`src/rtl/decode_pkg.sv`:
```
// Shared definitions for the ID stage: opcodes, control bit-field layout,
// per-opcode control constants and the opcode-to-control decoder.
package decode_pkg;

    localparam int unsigned INSTR_W = 32;
    localparam int unsigned OP_W    = 6;

    localparam logic [OP_W-1:0] OP_RTYPE = 6'h00;
    localparam logic [OP_W-1:0] OP_LW    = 6'h23;
    localparam logic [OP_W-1:0] OP_SW    = 6'h2B;
    localparam logic [OP_W-1:0] OP_BEQ   = 6'h04;
    localparam logic [OP_W-1:0] OP_ADDI  = 6'h08;

    // Control field widths
    localparam int unsigned WB_W  = 2;
    localparam int unsigned MEM_W = 3;
    localparam int unsigned EX_W  = 4;

    // Bit positions inside each control field
    localparam int unsigned WB_REGWRITE  = 1;
    localparam int unsigned WB_MEMTOREG  = 0;
    localparam int unsigned MEM_BRANCH   = 2;
    localparam int unsigned MEM_MEMREAD  = 1;
    localparam int unsigned MEM_MEMWRITE = 0;
    localparam int unsigned EX_REGDST    = 3;
    localparam int unsigned EX_ALUOP_LSB = 1;
    localparam int unsigned EX_ALUSRC    = 0;

    typedef struct packed {
        logic [WB_W-1:0]  wb;
        logic [MEM_W-1:0] mem;
        logic [EX_W-1:0]  ex;
    } ctrl_t;

    localparam ctrl_t CTRL_RTYPE = '{wb: 2'b10, mem: 3'b000, ex: 4'b1100};
    localparam ctrl_t CTRL_LW    = '{wb: 2'b11, mem: 3'b010, ex: 4'b0001};
    localparam ctrl_t CTRL_SW    = '{wb: 2'b00, mem: 3'b001, ex: 4'b0001};
    localparam ctrl_t CTRL_BEQ   = '{wb: 2'b00, mem: 3'b100, ex: 4'b0010};
    localparam ctrl_t CTRL_ADDI  = '{wb: 2'b10, mem: 3'b000, ex: 4'b0001};
    localparam ctrl_t CTRL_NOP   = '{wb: 2'b00, mem: 3'b000, ex: 4'b0000};

    // Main control decoder; unknown opcodes become a NOP
    function automatic ctrl_t decode_ctrl(input logic [OP_W-1:0] op);
        ctrl_t c;
        case (op)
            OP_RTYPE: c = CTRL_RTYPE;
            OP_LW:    c = CTRL_LW;
            OP_SW:    c = CTRL_SW;
            OP_BEQ:   c = CTRL_BEQ;
            OP_ADDI:  c = CTRL_ADDI;
            default:  c = CTRL_NOP;
        endcase
        return c;
    endfunction

endpackage

```
`src/rtl/hazard_unit_ld.sv`:
```
// Load-use hazard detect: the load in ID/EX writes a register that the
// instruction in ID reads.
//   id_ex_memread_i  latched MemRead of the instruction in EX
//   id_ex_rt_i       destination register of that load
//   rs_i, rt_i       source fields of the instruction in ID
//   use_rt_i         1 when the ID instruction actually reads rt
//   stall_o          combinational stall request
module hazard_unit_ld #(
    parameter int unsigned RAW = 5
) (
    input  logic           id_ex_memread_i,
    input  logic [RAW-1:0] id_ex_rt_i,
    input  logic [RAW-1:0] rs_i,
    input  logic [RAW-1:0] rt_i,
    input  logic           use_rt_i,
    output logic           stall_o
);

    logic rs_hit;
    logic rt_hit;

    always_comb begin
        rs_hit  = (id_ex_rt_i == rs_i);
        rt_hit  = use_rt_i && (id_ex_rt_i == rt_i);
        stall_o = id_ex_memread_i && (id_ex_rt_i != '0) && (rs_hit || rt_hit);
    end

endmodule

```
`src/rtl/decode_stage_hz.sv`:
```
// Instruction decode stage: control decode, sign extension, register file
// with write-through bypass, load-use hazard detection, and the ID/EX latch
// with flush/stall bubbles and downstream hold.
//   clk, rst                 clock, async active-low reset
//   wb_* / mem_wb_write_data register-file write port from WB
//   if_id_instr, if_id_npc   instruction and next PC from IF/ID
//   flush, ex_hold           squash ID instruction / freeze ID/EX
//   stall_out                load-use stall (combinational)
//   id_ex_*                  registered ID/EX bundle
module decode_stage_hz
    import decode_pkg::*;
#(
    parameter int unsigned XLEN = 32,
    parameter int unsigned NREG = 32,
    localparam int unsigned RAW = $clog2(NREG)
) (
    input  logic            clk,
    input  logic            rst,
    input  logic            wb_reg_write,
    input  logic [RAW-1:0]  wb_write_reg_location,
    input  logic [XLEN-1:0] mem_wb_write_data,
    input  logic [31:0]     if_id_instr,
    input  logic [XLEN-1:0] if_id_npc,
    input  logic            flush,
    input  logic            ex_hold,
    output logic            stall_out,
    output logic [1:0]      id_ex_wb,
    output logic [2:0]      id_ex_mem,
    output logic [3:0]      id_ex_execute,
    output logic [XLEN-1:0] id_ex_npc,
    output logic [XLEN-1:0] id_ex_readdat1,
    output logic [XLEN-1:0] id_ex_readdat2,
    output logic [XLEN-1:0] id_ex_sign_ext,
    output logic [RAW-1:0]  id_ex_instr_bits_25_21,
    output logic [RAW-1:0]  id_ex_instr_bits_20_16,
    output logic [RAW-1:0]  id_ex_instr_bits_15_11
);

    logic [OP_W-1:0] opcode;
    logic [RAW-1:0]  rs;
    logic [RAW-1:0]  rt;
    logic [RAW-1:0]  rd;
    ctrl_t           ctrl;
    logic [XLEN-1:0] sext;
    logic            use_rt;

    // Field extraction and control decode
    always_comb begin
        opcode = if_id_instr[31:26];
        rs     = if_id_instr[21 +: RAW];
        rt     = if_id_instr[16 +: RAW];
        rd     = if_id_instr[11 +: RAW];
        ctrl   = decode_ctrl(opcode);
        sext   = XLEN'($signed(if_id_instr[15:0]));
        // lw and addi use rt as a destination, not a source
        use_rt = !((opcode == OP_LW) || (opcode == OP_ADDI));
    end

    // Register file
    logic [XLEN-1:0] regs_q [NREG];
    logic            wr_en;
    logic [XLEN-1:0] rd1;
    logic [XLEN-1:0] rd2;

    always_comb begin
        wr_en = wb_reg_write && (wb_write_reg_location != '0);
        rd1   = '0;
        rd2   = '0;
        if (rs != '0) rd1 = (wr_en && wb_write_reg_location == rs) ? mem_wb_write_data : regs_q[rs];
        if (rt != '0) rd2 = (wr_en && wb_write_reg_location == rt) ? mem_wb_write_data : regs_q[rt];
    end

    always_ff @(posedge clk or negedge rst) begin
        if (!rst) begin
            for (int unsigned i = 0; i < NREG; i++) regs_q[i] <= '0;
        end else if (wr_en) begin
            regs_q[wb_write_reg_location] <= mem_wb_write_data;
        end
    end

    // Hazard detection against the load currently in ID/EX
    logic [1:0]      wb_q,   wb_d;
    logic [2:0]      mem_q,  mem_d;
    logic [3:0]      ex_q,   ex_d;
    logic [XLEN-1:0] npc_q,  npc_d;
    logic [XLEN-1:0] rd1_q,  rd1_d;
    logic [XLEN-1:0] rd2_q,  rd2_d;
    logic [XLEN-1:0] sext_q, sext_d;
    logic [RAW-1:0]  rs_q,   rs_d;
    logic [RAW-1:0]  rt_q,   rt_d;
    logic [RAW-1:0]  rd_q,   rd_d;
    logic            stall;

    hazard_unit_ld #(.RAW(RAW)) u_hazard (
        .id_ex_memread_i (mem_q[MEM_MEMREAD]),
        .id_ex_rt_i      (rt_q),
        .rs_i            (rs),
        .rt_i            (rt),
        .use_rt_i        (use_rt),
        .stall_o         (stall)
    );

    // ID/EX next state: hold > bubble > load
    always_comb begin
        wb_d   = wb_q;
        mem_d  = mem_q;
        ex_d   = ex_q;
        npc_d  = npc_q;
        rd1_d  = rd1_q;
        rd2_d  = rd2_q;
        sext_d = sext_q;
        rs_d   = rs_q;
        rt_d   = rt_q;
        rd_d   = rd_q;
        if (!ex_hold) begin
            npc_d  = if_id_npc;
            rd1_d  = rd1;
            rd2_d  = rd2;
            sext_d = sext;
            rs_d   = rs;
            rt_d   = rt;
            rd_d   = rd;
            if (flush || stall) begin
                wb_d  = CTRL_NOP.wb;
                mem_d = CTRL_NOP.mem;
                ex_d  = CTRL_NOP.ex;
            end else begin
                wb_d  = ctrl.wb;
                mem_d = ctrl.mem;
                ex_d  = ctrl.ex;
            end
        end
    end

    always_ff @(posedge clk or negedge rst) begin
        if (!rst) begin
            wb_q   <= '0;
            mem_q  <= '0;
            ex_q   <= '0;
            npc_q  <= '0;
            rd1_q  <= '0;
            rd2_q  <= '0;
            sext_q <= '0;
            rs_q   <= '0;
            rt_q   <= '0;
            rd_q   <= '0;
        end else begin
            wb_q   <= wb_d;
            mem_q  <= mem_d;
            ex_q   <= ex_d;
            npc_q  <= npc_d;
            rd1_q  <= rd1_d;
            rd2_q  <= rd2_d;
            sext_q <= sext_d;
            rs_q   <= rs_d;
            rt_q   <= rt_d;
            rd_q   <= rd_d;
        end
    end

    assign stall_out              = stall;
    assign id_ex_wb               = wb_q;
    assign id_ex_mem              = mem_q;
    assign id_ex_execute          = ex_q;
    assign id_ex_npc              = npc_q;
    assign id_ex_readdat1         = rd1_q;
    assign id_ex_readdat2         = rd2_q;
    assign id_ex_sign_ext         = sext_q;
    assign id_ex_instr_bits_25_21 = rs_q;
    assign id_ex_instr_bits_20_16 = rt_q;
    assign id_ex_instr_bits_15_11 = rd_q;

endmodule

```
`config.mk`:
```
export PLATFORM = sky130hd
export DESIGN_NAME = decode_stage_hz
export DESIGN_NICKNAME = d
export VERILOG_FILES = /design/src/rtl/decode_pkg.sv /design/src/rtl/hazard_unit_ld.sv /design/src/rtl/decode_stage_hz.sv
export SDC_FILE = /design/constraint.sdc
export NUM_CORES = 2
export LEC_CHECK = 0
export ABC_AREA = 1
export CORE_MARGIN = 10
export CORE_UTILIZATION = 30
export DETAILED_ROUTE_END_ITERATION = 8
export PLACE_DENSITY_LB_ADDON = 0.25
export SYNTH_ARGS = -nofsm -noshare
export SYNTH_HDL_FRONTEND = slang
export SYNTH_SLANG_ARGS = --single-unit
```
`constraint.sdc`:
```
create_clock -name clk -period 3 [get_ports clk]
set_clock_uncertainty 0.2 [all_clocks]
set_input_delay 0.75 -clock clk [delete_from_list [all_inputs] [get_ports clk]]
set_output_delay 0.75 -clock clk [all_outputs]
set_load 0.01 [all_outputs]
```
==> metrics.sh <==
SYNTH.LARGEST_AREA_CELL='sky130_fd_sc_hd__dfrtp_1'
MAPPEDNETLISTAREA_UM2=64770
PLACE_WORST_SETUP_SLACK_PS=-410.1
DIE_H_UM=484.6
SYNTH_FP_NETS=9782
PATH_CLASS='register to output pin'
FINAL_LAYOUT_SIZE_SUFFIX_GT1_FRAC=0.07383
MAX-VDD-IR-DROP_mV=0.6224
CLOCKBUFFERDEPTH=3
FINALWIRELENGTH_UM=274100
CLK_LATENCY_PS=800
CTS_TREE='built'
NETLIST_INSTANCES=9676
WORST-PATH-MAX-FANOUT=3
COUNT_OF_FLIP_FLOPS_WITH_A_BUILT_IN_ENABLE_AFTER_SYNTHESIS=0
RSZ0062_AT_GRT='yes'
TIMING.SETUP.TNS_PS=-73.25
WORST_SLACK_PS=-73.25
CRIT_REQUIRED_PS=2050
CLOCK-ROOT-BUFFER='sky130_fd_sc_hd__clkbuf_16'
DR_VIAS_CELL=5.100
YS_SEQ_ELEMENTS=1152
POWER-PER-CELL-AREA_nW_PER_UM2=608.6
GRT.TOTAL_USAGE=0.2254
YS.FLOP_TYPE='sky130_fd_sc_hd__dfrtp_1'
DR.FIRST_ITER.DRC_COUNT=7015
AREA_DELTA_SYNTH_FINAL_PCT=19.82
FINALSETUPVIOLCOUNT=1
POST_SYNTH_CELL_TYPES=29
CTS-BUFFERS-INSERTED=134
NETS=9834
NFILLCELLS=22540
START_UTIL=0.3018
HOLDCRITPATHCLASS='register to register'
POWER.LEAKAGE_nW=37.78
BUFFER_PORTS.INSERTED=258
MAX_SLEW.WORST_PIN.SLEW_PS=982.1
SYNTH.TOP_CELLS.BY_COUNT='sky130_fd_sc_hd__nand2_1, sky130_fd_sc_hd__o21ai_0, sky130_fd_sc_hd__dfrtp_1'
SYNTH_ASYNC_SR_FLOP_SHARE=1.000
VIOLATED_CHECKS='setup timing'
SYNTH.YOSYS.WARNINGS=0
MAX_FREQ_MHz=325.4
AREA_OF_ALL_PLACED_CELLS_WITHOUT_FILLERS_UM2=77600
GRT-OVFL-TOTAL=0
ANT_NETS=0
DRT-WIRELENGTH-PER-CELL_UM=21.62
FLOORPLAN.ROWS=170
SYNTH.MOST_COMMON_CELL='sky130_fd_sc_hd__nand2_1'
HOLD_VIOL_FINAL=0
DIEAREA_UM2=234900
GRT_START_MAX_NET_PINS=144
DP.FINAL_HPWL_UM=166400
CTS.HTREE.LEVELS=4
GRT_PASS1_VIAS=61060
SETUP.WORST_PATH.START_CLASS='register'
YOSYSSEQAREASHARE=0.4451
MAXSLEWHEADROOM=0.3453
CORE_AREA_UM2=214600
REGISTER_CLOCK_PIN_SLEW_ON_THE_REPORTED_WORST_SETUP_AND_HOLD_PATHS_PS=60
DRCVIOLATIONCOUNT=0
PLACE_AREA_UM2=73030
INITIAL_ANTENNA_VIOLATION_COUNT=12
STATUS='finished, violations left'
CLOCK_SINK_COUNT=1152
DIE_W_UM=484.6
SETUP.WORST_PATH.END_CLASS='output pin'
SYNTH.TOP_CELL.AREA_SHARE=0.4451
POST-LAYOUT-TOTAL-POWER_W=0.04723
POST-ROUTE-MIN-PERIOD_PS=3073
WIRE_LENGTH_OF_THE_FIRST_GLOBAL_ROUTING_PASS_UM=406700
FINALMAXSLEWVIOLATIONS=0
VIA_COUNT_OF_THE_ROUTED_DESIGN=64660
CP_DATA_ARRIVAL_TIME_PS=2120
DETAILEDROUTE.FIRSTPASSITERATIONCOUNT=6
POSTSYNTHAREAPERCELL_UM2=6.694
NUM_IO_PINS=259
MAX_CAP_VIOLATIONS=0
POST-CTS-SETUP-BUFFER-COUNT=0
YOSYS-TOP-CELLS-AREA='sky130_fd_sc_hd__dfrtp_1, sky130_fd_sc_hd__nand2_1, sky130_fd_sc_hd__o21ai_0'
TIMING.FINAL.CRIT_SHARE=1.024
GPL.FINAL_WEIGHTED_CONGESTION=0.8488
==> registers in the layout, summed over array words and instances, names as in the netlist <==
signal,count
id_ex_readdat2,32
id_ex_wb,2
id_ex_execute,3
id_ex_instr_bits_25_21,5
regs_q,1024
id_ex_instr_bits_20_16,5
id_ex_mem,1
id_ex_readdat1,32
id_ex_npc,32
id_ex_sign_ext,16
==> power breakdown <==
part | switching [W] | internal, W
registers | 0.00184 | 0.0183
logic | 0.00617 | 0.00368
clock network | 0.00714 | 0.0101
==> layout by cell type, fill, tap and decap left out, drive strengths merged, types with 76 or more instances in the layout <==
cell              n
buf             431
clkbuf          199
clkdlybuf4s50   238
dfrtp          1152
inv             774
nand2          3986
nand3          1013
nor2            585
o211ai           76
o21ai          1241
==> per-stage QoR <==
| step | hold slack (ps) | util | std cells |
|---|---|---|---|
| 2_1_floorplan | 250.5 | - | 9676 |
| 3_3_place_gp | 185.5 | 0.3403 | 12430 |
| 3_5_place_dp | 188.1 | 0.3403 | 12430 |
| 4_1_cts | 201.3 | 0.3615 | 12670 |
| 5_1_grt | 209.9 | 0.3616 | 12680 |
| 6_report | 196.3 | 0.3616 | 12680 |
==> metal layers <==
layer / share of wire / vias up / GRT usage / wire, um
li1: - / 30330 / - / -
met1: 0.42 / 31020 / 0.2934 / 114100
met2: 0.46 / 2710 / 0.3684 / 126600
met3: 0.071 / 595 / 0.03179 / 19520
met4: 0.051 / 6 / 0.1060 / 13860
met5: 0.00017 / - / 0 / 46
==> logic make-up (layout without fill, tap and decap cells) <==
group	Yosys count	count (layout)	share of synthesized area
AND/OR/NAND/NOR	5614	5614	0.3483
flip-flops	1152	1152	0.4451
AO/OA/AOI/OAI	1349	1349	0.1072
other	0	7	0
buffers and inverters	1547	1705	0.09750
XOR/XNOR	14	14	0.001893
==> final timing paths <==
kind,from,to,slack (ps),depth (start not counted)
max,id_ex_instr_bits_20_16[0],stall_out,-70,10
max reg2reg,id_ex_instr_bits_20_16[0],id_ex_execute[2],1130,11
max in group asynchronous,rst,regs_q[869],1300,4
min in group asynchronous,rst,regs_q[62],320,2
min,regs_q[1009],regs_q[1009],200,0
min reg2reg,regs_q[1009],regs_q[1009],200,0
==> worst max-delay path, stage by stage (launching register included) <==
cell and delay, ps:
sky130_fd_sc_hd__dfrtp_2 450, sky130_fd_sc_hd__buf_6 130, sky130_fd_sc_hd__nand2_2 50, sky130_fd_sc_hd__nand4_1 110, sky130_fd_sc_hd__buf_6 160, sky130_fd_sc_hd__nor2_4 70, sky130_fd_sc_hd__nand2_1 50, sky130_fd_sc_hd__nand2_1 70
sky130_fd_sc_hd__nand2_2 80, sky130_fd_sc_hd__inv_2 50, sky130_fd_sc_hd__buf_6 90
==> final cells by class <==
class / count / area [um^2] / share of cell area
Tap cell: 2838 / 3551 / 0.04576
Clock buffer: 198 / 3984 / 0.05134
Inverter: 785 / 2979 / 0.03839
Multi-Input combinational cell: 6977 / 29810 / 0.3841
Sequential cell: 1152 / 28830 / 0.3716
Antenna cell: 7 / 17.52 / 0.0002257
Timing Repair Buffer: 678 / 7888 / 0.1016
Clock inverter: 44 / 544.3 / 0.007014
==> repair_timing <==
| action | 4_1_cts | 5_1_grt |
|---|---|---|
| hold buffers | 1 | 0 |
| pin swaps | 0 | 2 |
| resized for setup | 21 | 3 |
| hold endpoints to repair | 25 | 0 |
| setup endpoints to repair | 27 | 3 |
Note: power is estimated with default switching activity, not from simulation.
